**src/rtl/frag_dispatch.sv**
```systemverilog
// Triangle fragment dispatcher: walks an integer bounding box in raster order and issues
// one attribute-interpolation request per pixel, with the pixel position in recFN format.
module frag_dispatch #(
    parameter int unsigned COORD_W = 12,
    parameter int unsigned EXP_W   = 8,
    parameter int unsigned SIG_W   = 24,
    localparam int unsigned FW     = EXP_W + SIG_W + 1
) (
    input  logic                 clk,
    input  logic                 reset,
    input  logic                 tri_valid,
    output logic                 tri_ready,
    input  logic [2*FW-1:0]      tri_Pa,
    input  logic [2*FW-1:0]      tri_Pb,
    input  logic [2*FW-1:0]      tri_Pc,
    input  logic [3*FW-1:0]      tri_zabc,
    input  logic [3*FW-1:0]      tri_fabc,
    input  logic [3:0]           tri_flags,
    input  logic [COORD_W-1:0]   tri_xmin,
    input  logic [COORD_W-1:0]   tri_xmax,
    input  logic [COORD_W-1:0]   tri_ymin,
    input  logic [COORD_W-1:0]   tri_ymax,
    output logic                 out_valid,
    input  logic                 out_ready,
    output logic [2*FW-1:0]      out_P,
    output logic [2*FW-1:0]      out_Pa,
    output logic [2*FW-1:0]      out_Pb,
    output logic [2*FW-1:0]      out_Pc,
    output logic [FW-1:0]        out_za,
    output logic [FW-1:0]        out_zb,
    output logic [FW-1:0]        out_zc,
    output logic [FW-1:0]        out_fa,
    output logic [FW-1:0]        out_fb,
    output logic [FW-1:0]        out_fc,
    output logic [3:0]           out_flags,
    output logic [COORD_W-1:0]   out_x,
    output logic [COORD_W-1:0]   out_y,
    output logic                 out_last,
    output logic                 tri_done,
    output logic [2*COORD_W-1:0] frag_count
);

    typedef enum logic [0:0] {StIdle, StScan} state_e;

    state_e               state_q, state_d;
    logic [COORD_W-1:0]   x_q, x_d, y_q, y_d;
    logic [COORD_W-1:0]   xmin_q, xmin_d, xmax_q, xmax_d, ymin_q, ymin_d, ymax_q, ymax_d;
    logic [2*FW-1:0]      pa_q, pa_d, pb_q, pb_d, pc_q, pc_d;
    logic [3*FW-1:0]      zabc_q, zabc_d, fabc_q, fabc_d;
    logic [3:0]           flags_q, flags_d;
    logic [2*COORD_W-1:0] frag_count_q, frag_count_d;
    logic                 tri_done_q, tri_done_d;

    // Exact unsigned integer to recoded float; assumes COORD_W <= SIG_W.
    function automatic logic [FW-1:0] int_to_rec(input logic [COORD_W-1:0] v);
        logic [EXP_W:0]   exp_f;
        logic [SIG_W-1:0] norm;
        int               msb;
        msb = 0;
        for (int i = 0; i < int'(COORD_W); i++) begin
            if (v[i]) msb = i;
        end
        norm  = SIG_W'(v) << (int'(SIG_W) - 1 - msb);
        exp_f = (EXP_W + 1)'((2 ** EXP_W) + msb);
        if (v == '0) int_to_rec = '0;
        else         int_to_rec = {1'b0, exp_f, norm[SIG_W-2:0]};
    endfunction

    always_comb begin
        state_d      = state_q;
        x_d          = x_q;
        y_d          = y_q;
        xmin_d       = xmin_q;
        xmax_d       = xmax_q;
        ymin_d       = ymin_q;
        ymax_d       = ymax_q;
        pa_d         = pa_q;
        pb_d         = pb_q;
        pc_d         = pc_q;
        zabc_d       = zabc_q;
        fabc_d       = fabc_q;
        flags_d      = flags_q;
        frag_count_d = frag_count_q;
        tri_done_d   = 1'b0;
        unique case (state_q)
            StIdle: begin
                if (tri_valid) begin
                    xmin_d       = tri_xmin;
                    xmax_d       = tri_xmax;
                    ymin_d       = tri_ymin;
                    ymax_d       = tri_ymax;
                    pa_d         = tri_Pa;
                    pb_d         = tri_Pb;
                    pc_d         = tri_Pc;
                    zabc_d       = tri_zabc;
                    fabc_d       = tri_fabc;
                    flags_d      = tri_flags;
                    x_d          = tri_xmin;
                    y_d          = tri_ymin;
                    frag_count_d = '0;
                    // An empty box is retired immediately without visiting SCAN.
                    if (tri_xmax < tri_xmin || tri_ymax < tri_ymin) tri_done_d = 1'b1;
                    else                                            state_d    = StScan;
                end
            end
            StScan: begin
                if (out_ready) begin
                    frag_count_d = frag_count_q + 1'b1;
                    if (x_q != xmax_q) begin
                        x_d = x_q + 1'b1;
                    end else begin
                        x_d = xmin_q;
                        if (y_q != ymax_q) begin
                            y_d = y_q + 1'b1;
                        end else begin
                            state_d    = StIdle;
                            tri_done_d = 1'b1;
                        end
                    end
                end
            end
            default: state_d = StIdle;
        endcase
    end

    always_ff @(posedge clk) begin
        if (reset) begin
            state_q      <= StIdle;
            x_q          <= '0;
            y_q          <= '0;
            xmin_q       <= '0;
            xmax_q       <= '0;
            ymin_q       <= '0;
            ymax_q       <= '0;
            pa_q         <= '0;
            pb_q         <= '0;
            pc_q         <= '0;
            zabc_q       <= '0;
            fabc_q       <= '0;
            flags_q      <= '0;
            frag_count_q <= '0;
            tri_done_q   <= 1'b0;
        end else begin
            state_q      <= state_d;
            x_q          <= x_d;
            y_q          <= y_d;
            xmin_q       <= xmin_d;
            xmax_q       <= xmax_d;
            ymin_q       <= ymin_d;
            ymax_q       <= ymax_d;
            pa_q         <= pa_d;
            pb_q         <= pb_d;
            pc_q         <= pc_d;
            zabc_q       <= zabc_d;
            fabc_q       <= fabc_d;
            flags_q      <= flags_d;
            frag_count_q <= frag_count_d;
            tri_done_q   <= tri_done_d;
        end
    end

    always_comb begin
        tri_ready  = (state_q == StIdle);
        out_valid  = (state_q == StScan);
        out_last   = (state_q == StScan) && (x_q == xmax_q) && (y_q == ymax_q);
        out_P      = {int_to_rec(x_q), int_to_rec(y_q)};
        out_Pa     = pa_q;
        out_Pb     = pb_q;
        out_Pc     = pc_q;
        out_za     = zabc_q[3*FW-1:2*FW];
        out_zb     = zabc_q[2*FW-1:FW];
        out_zc     = zabc_q[FW-1:0];
        out_fa     = fabc_q[3*FW-1:2*FW];
        out_fb     = fabc_q[2*FW-1:FW];
        out_fc     = fabc_q[FW-1:0];
        out_flags  = flags_q;
        out_x      = x_q;
        out_y      = y_q;
        tri_done   = tri_done_q;
        frag_count = frag_count_q;
    end

endmodule

```
**config.mk**
```make
export PLATFORM = sky130hd
export DESIGN_NAME = frag_dispatch
export DESIGN_NICKNAME = d
export VERILOG_FILES = /design/src/rtl/frag_dispatch.sv
export SDC_FILE = /design/constraint.sdc
export NUM_CORES = 1
export LEC_CHECK = 0
export ABC_AREA = 1
export CAP_MARGIN = 25
export CORE_AREA = 2 2 377 379
export CTS_CLUSTER_SIZE = 10
export DETAILED_ROUTE_END_ITERATION = 16
export DIE_AREA = 0 0 379 381
export RECOVER_POWER = 50
export SLEW_MARGIN = 20
export SYNTH_ARGS = -nofsm -noshare
export SYNTH_HDL_FRONTEND = slang
export SYNTH_SLANG_ARGS = --single-unit
```
**constraint.sdc**
```tcl
create_clock -name clk -period 3 [get_ports clk]
set_input_delay 0.3 -clock clk [delete_from_list [all_inputs] [get_ports clk]]
set_output_delay 0.3 -clock clk [all_outputs]
set_load 0.03 [all_outputs]
```
; After elaboration in Yosys (flattened, before gate mapping)
; Index checks and enable logic that the tools add are counted.
[op_classes]
addsub = 7
n_lt_le_gt_ge = 2
eq_ne = 8
shift = 2
mux = 48
bitwise = 1
reduce_logical = 8
[ops]
columns = cell, count
row1 = $mux W32, 22
row2 = $mux W12, 7
row3 = $shl A12 B32 Y23, 2
row4 = $sub A6 B32 Y32 const A, 2
row5 = $mux W24, 2
row6 = $pmux W12 S2, 2
row7 = $pmux W24 S2, 1
row8 = $add A12 B1 Y12 const B, 2
row9 = $add A24 B1 Y24 const B, 1
row10 = $eq A12 B12 Y1, 2
row11 = $logic_not A12 Y1, 2
row12 = $lt A12 B12 Y1, 2
row13 = $ne A12 B12 Y1, 2
row14 = $add A9 B9 Y9 const A, 2
row15 = $mux W1, 12
row16 = $ne A2 B2 Y1 const B, 3
row17 = $pmux W1 S2, 2
row18 = $reduce_and A2 Y1, 2
row19 = $reduce_and A4 Y1, 1
row20 = $logic_and A1 B1 Y1, 2
row21 = $ne A2 B1 Y1 const B, 1
row22 = $logic_or A1 B1 Y1, 1
row23 = $not A1 Y1, 1
[totals]
register_bits = 486

; Depth between registers and ports, before layout
[depth]
depth_word = 14
mapped_depth = 18
depth_no_buf = 16

; Least setup slack after synthesis
; Ideal clock, no wire load.
[synth_timing]
kind = reg-to-output
start = register x_q[8] (netlist: out_x[8])
end = output out_P[49]
arrival_ns = 2.493
path_slack_ns = 0.207
path_stages_with_launch = 7
path_buffers = 1
path_cell_list = dfxtp_1 buf_2 nor2_2 nand2_2 nor2_2 inv_1 o31ai_1
[synth_between]
elab_chain_len = 7
[synth_rtl]
columns = element, line_no
row1 = start: declaration, 46  ; logic [COORD_W-1:0] x_q, x_d, y_q, y_d;
row2 = start signal: assignment, 129  ; x_q <= '0;
row3 = start signal: assignment, 145  ; x_q <= x_d;
row4 = $mux W32 (4 in series), 61  ; if (v[i]) msb = i;
row5 = $sub A6 B32 Y32, 63  ; norm = SIG_W'(v) << (int'(SIG_W) - 1 - msb);
row6 = $shl A12 B32 Y23, 63
row7 = $mux W32 *, 65  ; if (v == '0) int_to_rec = '0;
row8 = end: declaration, 25  ; output logic [2*FW-1:0] out_P,
; Mark *: on every way between the ends. The rest lies on a longest branch, timed or not.

; Worst setup path in the final report
[layout_timing]
start = register state_q (netlist: out_valid)
end = register fabc_q[25]
[layout_between]
elab_chain_len = 2
[layout_rtl]
columns = element, line_no
row1 = start: declaration, 45  ; state_e state_q, state_d;
row2 = start signal: assignment, 128  ; state_q <= StIdle;
row3 = start signal: assignment, 144  ; state_q <= state_d;
row4 = $not A1 Y1, n/a
row5 = $reduce_and A2 Y1 (no line), n/a
row6 = end signal: assignment, 139  ; fabc_q <= '0;
row7 = end signal: assignment, 155  ; fabc_q <= fabc_d;
row8 = end: declaration, 49  ; logic [3*FW-1:0] zabc_q, zabc_d, fabc_q, fabc_d;
; Every way passes these cells.
; A chain may end at the register's enable or synchronous reset.

==> results.toml <==
[setup_path]
start_kind = "flip-flop"
worstPathRequired_ns = 3.59
arrival_ns = 3.44
cp.depth = 5
critPathMaxFanout = 80
slowest_delay_ns = 1.02
critical_path_buf_inv_count = 2
critPathKind = "flip-flop to flip-flop"
rr_worst_depth = 5
critical_path.cell_chain = "inv_1 > nand2_4 > buf_2 > o21ai_0 > nor2_1"
end_kind = "flip-flop"
cp_slowest_cell = "buf_2"
critPathTopFamily = "buffers and inverters"

[status]
violations = "max-capacitance violations, max-slew violations"
outcome = "finished with violations"

[grt]
antenna_found_initial = 78
grt_pass1_vias = 20800
grt_pass1_wl_mm = 156
gr-usage-all-layers = 0.149
overflow = 0
grt_max_degree = 157

[sta]
period_needed_ns = 2.84
finalHoldViolCount = 0
setup_viol = 0
slew_viol_final = 279
min_period_over_period = 0.948
max_slew_margin = -0.305
fmax_mhz = 351
max_slew.worst_pin.slew_ns = 1.96
rsz0062_at_grt = "true"
fin_worst_skew_ns = 0.0495
whs_ns = 0.231
layout_setup_ws_ns = 0.155

[layout]
post-route-cell-area_mm2 = 0.0334
drive_gt1_frac = 0.0666
syn_to_final_growth_pct = 66.8
fin_util = 0.237
num-nets-final = 4091

[clock_network]
clk_latency_ns = 0.69
cts_hold_buffers = 0
cts.sinks = 486
cts_root_buf = "clkbuf_16"
cts_made_buffers = 61
cts.path.max_buffers = 3
htreeDepth = 2
clkTransAtPathRegs_ns = 0.06
cts_tree = "yes"

[power]
pwr_density_cell_mw_per_mm2 = 605
finalPower_uw = 20200
leakage_uw = 0.0133
vdd_ir_drop_max_mv = 0.442

[yosys]
synth_top_area_cell = "dfxtp_1"
synth_top_area_share = 0.486
syn-cell-area_mm2 = 0.0200
synth_area_leaders = "dfxtp_1, nor2_1, o21ai_0, nand2_1, clkbuf_1"
ys_seq_area_frac = 0.486
yosysWarnings = 0
syn_area_per_cell_um2 = 7.34
synth_cells = 2725
ys_types = 50
ys_ff_latch = 486

[floorplanning]
rows = 138
fp.dieW_um = 379
core-area_mm2 = 0.141
die-area_mm2 = 0.144
die_h_um = 381
start_util = 0.142
ios = 970

[placement]
place_hpwl_mm = 88.4
gp_congestion = 0.905
dp_slack_ns = 0.191
port_buffers = 935
place_area_mm2 = 0.0315

[routing]
vias_per_cell = 3.97
drt_iter0_drc = 1299
routedWlPerCell_um = 20.4
ant_nets = 0
via_count = 22000
wl_mm = 113
drc_errors = 0
dr.pass1.iters = 5

[worst_hold_path]
hp-class = "input port to flip-flop"
holdPathStages = 3

[job]
maxCapViolations = 2
kinds of logic after synthesis:
logic type      Yosys count  share of synthesized area
fa+ha+maj                27                     0.0169
flops                   486                      0.486
other cells               1                   0.000187
buf+inv                 310                     0.0685
simple gates           1266                      0.257
compound gates          610                      0.160
xor+xnor                 25                     0.0109
sequential cells by signal, indices dropped and copies added (netlist names):
name	count
out_x	12
out_flags	4
ymax_q	12
frag_count	24
fabc_q	99
zabc_q	99
xmin_q	12
xmax_q	12
out_Pb	66
tri_done	1
out_y	12
out_Pc	66
out_Pa	66
out_valid	1
cells in the mapped netlist, drive strengths merged:
cell / n
nor4: 5
o22ai: 2
a22o: 1
o21a: 2
xnor2: 8
a21boi: 2
clkbuf: 153
xor2: 17
a21oi: 61
a22oi: 1
conb: 1
o31ai: 6
nand2: 200
nor3: 16
a211oi: 19
o211ai: 10
buf: 58
nor2: 932
inv: 99
o21ai: 501
o311a: 1
nand4: 15
a31oi: 2
nor3b: 3
o311ai: 2
nand3: 89
dfxtp: 486
or2: 6
ha: 27
worst paths after layout:
check | startpoint | endpoint | slack (ns)
worst min register to register | fabc_q[0]$_SDFFE_PP0P_ | fabc_q[0]$_SDFFE_PP0P_ | 0.47
worst min-delay path | tri_Pb[13] | out_Pb[13]$_SDFFE_PP0P_ | 0.23
worst max register to register | out_valid$_SDFF_PP0_ | fabc_q[25]$_SDFFE_PP0P_ | 0.16
worst max-delay path | out_valid$_SDFF_PP0_ | fabc_q[25]$_SDFFE_PP0P_ | 0.16
report_power, final:
part,leakage [µW],internal (µW),switching [µW]
Sequential,0.00404,7010,338
Clock,0.000897,4000,3150
Combinational,0.00841,2180,3500
Total,0.0133,13200,6990
tightest hold or removal path, delay by kind of cell:
family,cells,cell delay [ns]
and+or+nand+nor,1,0.04
AOI/OAI and AO/OA,1,0.15
buffers and inverters,1,0.39
timing repair:
item                       in CTS  in global routing
setup endpoints to repair      25                 22
buffers inserted                4                  1
pin swaps                       1                  2
gates resized for setup        58                 44
gates cloned                    0                  1
layout make-up:
| cell class | instances | area (µm²) |
|---|---|---|
| Fill cell | 15500 | 107000 |
| Timing Repair Buffer | 1001 | 9830 |
| Sequential cell | 486 | 9740 |
| Multi-Input combinational cell | 1963 | 9110 |
| Tap cell | 1890 | 2360 |
| Clock buffer | 85 | 1700 |
| Inverter | 99 | 394 |
| Clock inverter | 13 | 179 |
| Antenna cell | 16 | 40.0 |
metrics by stage:
| step | setup TNS, ns | cells |
|---|---|---|
| 4_1_cts | 0 | 5535 |
| 3_5_place_dp | 0 | 5433 |
| 2_1_floorplan | 0 | 2758 |
| 3_3_place_gp | 0 | 5433 |
| 5_1_grt | -0.151 | 5549 |
| 6_report | 0 | 5553 |
per-layer routing:
layer  global-route usage  part of all wire
met1                0.171              0.39
met4               0.0553             0.036
met2                0.241              0.46
met5                    0            0.0017
met3               0.0689              0.11
cell usage in the layout (no fill, tap or decap), types with 7 or more instances in the layout:
cell type | synthesis | layout
nand3_2 | 11 | 11
nor2_1 | 926 | 922
buf_12 | 0 | 9
dfxtp_2 | 0 | 8
o211ai_1 | 10 | 10
nand4_1 | 15 | 15
xnor2_1 | 8 | 8
o21ai_0 | 485 | 482
ha_1 | 27 | 27
buf_4 | 35 | 43
clkbuf_16 | 0 | 61
nor2_2 | 5 | 8
nor3_1 | 12 | 12
dlygate4sd3_1 | 0 | 160
a211oi_1 | 19 | 19
xor2_1 | 17 | 17
clkbuf_8 | 0 | 8
nand3_1 | 77 | 77
conb_1 | 1 | 34
a21oi_1 | 60 | 60
o21ai_1 | 12 | 12
clkbuf_1 | 151 | 25
dfxtp_1 | 486 | 477
inv_1 | 88 | 89
o21ai_2 | 4 | 7
clkbuf_2 | 2 | 15
clkdlybuf4s50_1 | 0 | 749
nand2_1 | 184 | 183
buf_2 | 17 | 8
nand2_2 | 12 | 11
diode_2 | 0 | 16
Power figures use the tool's default switching activity.
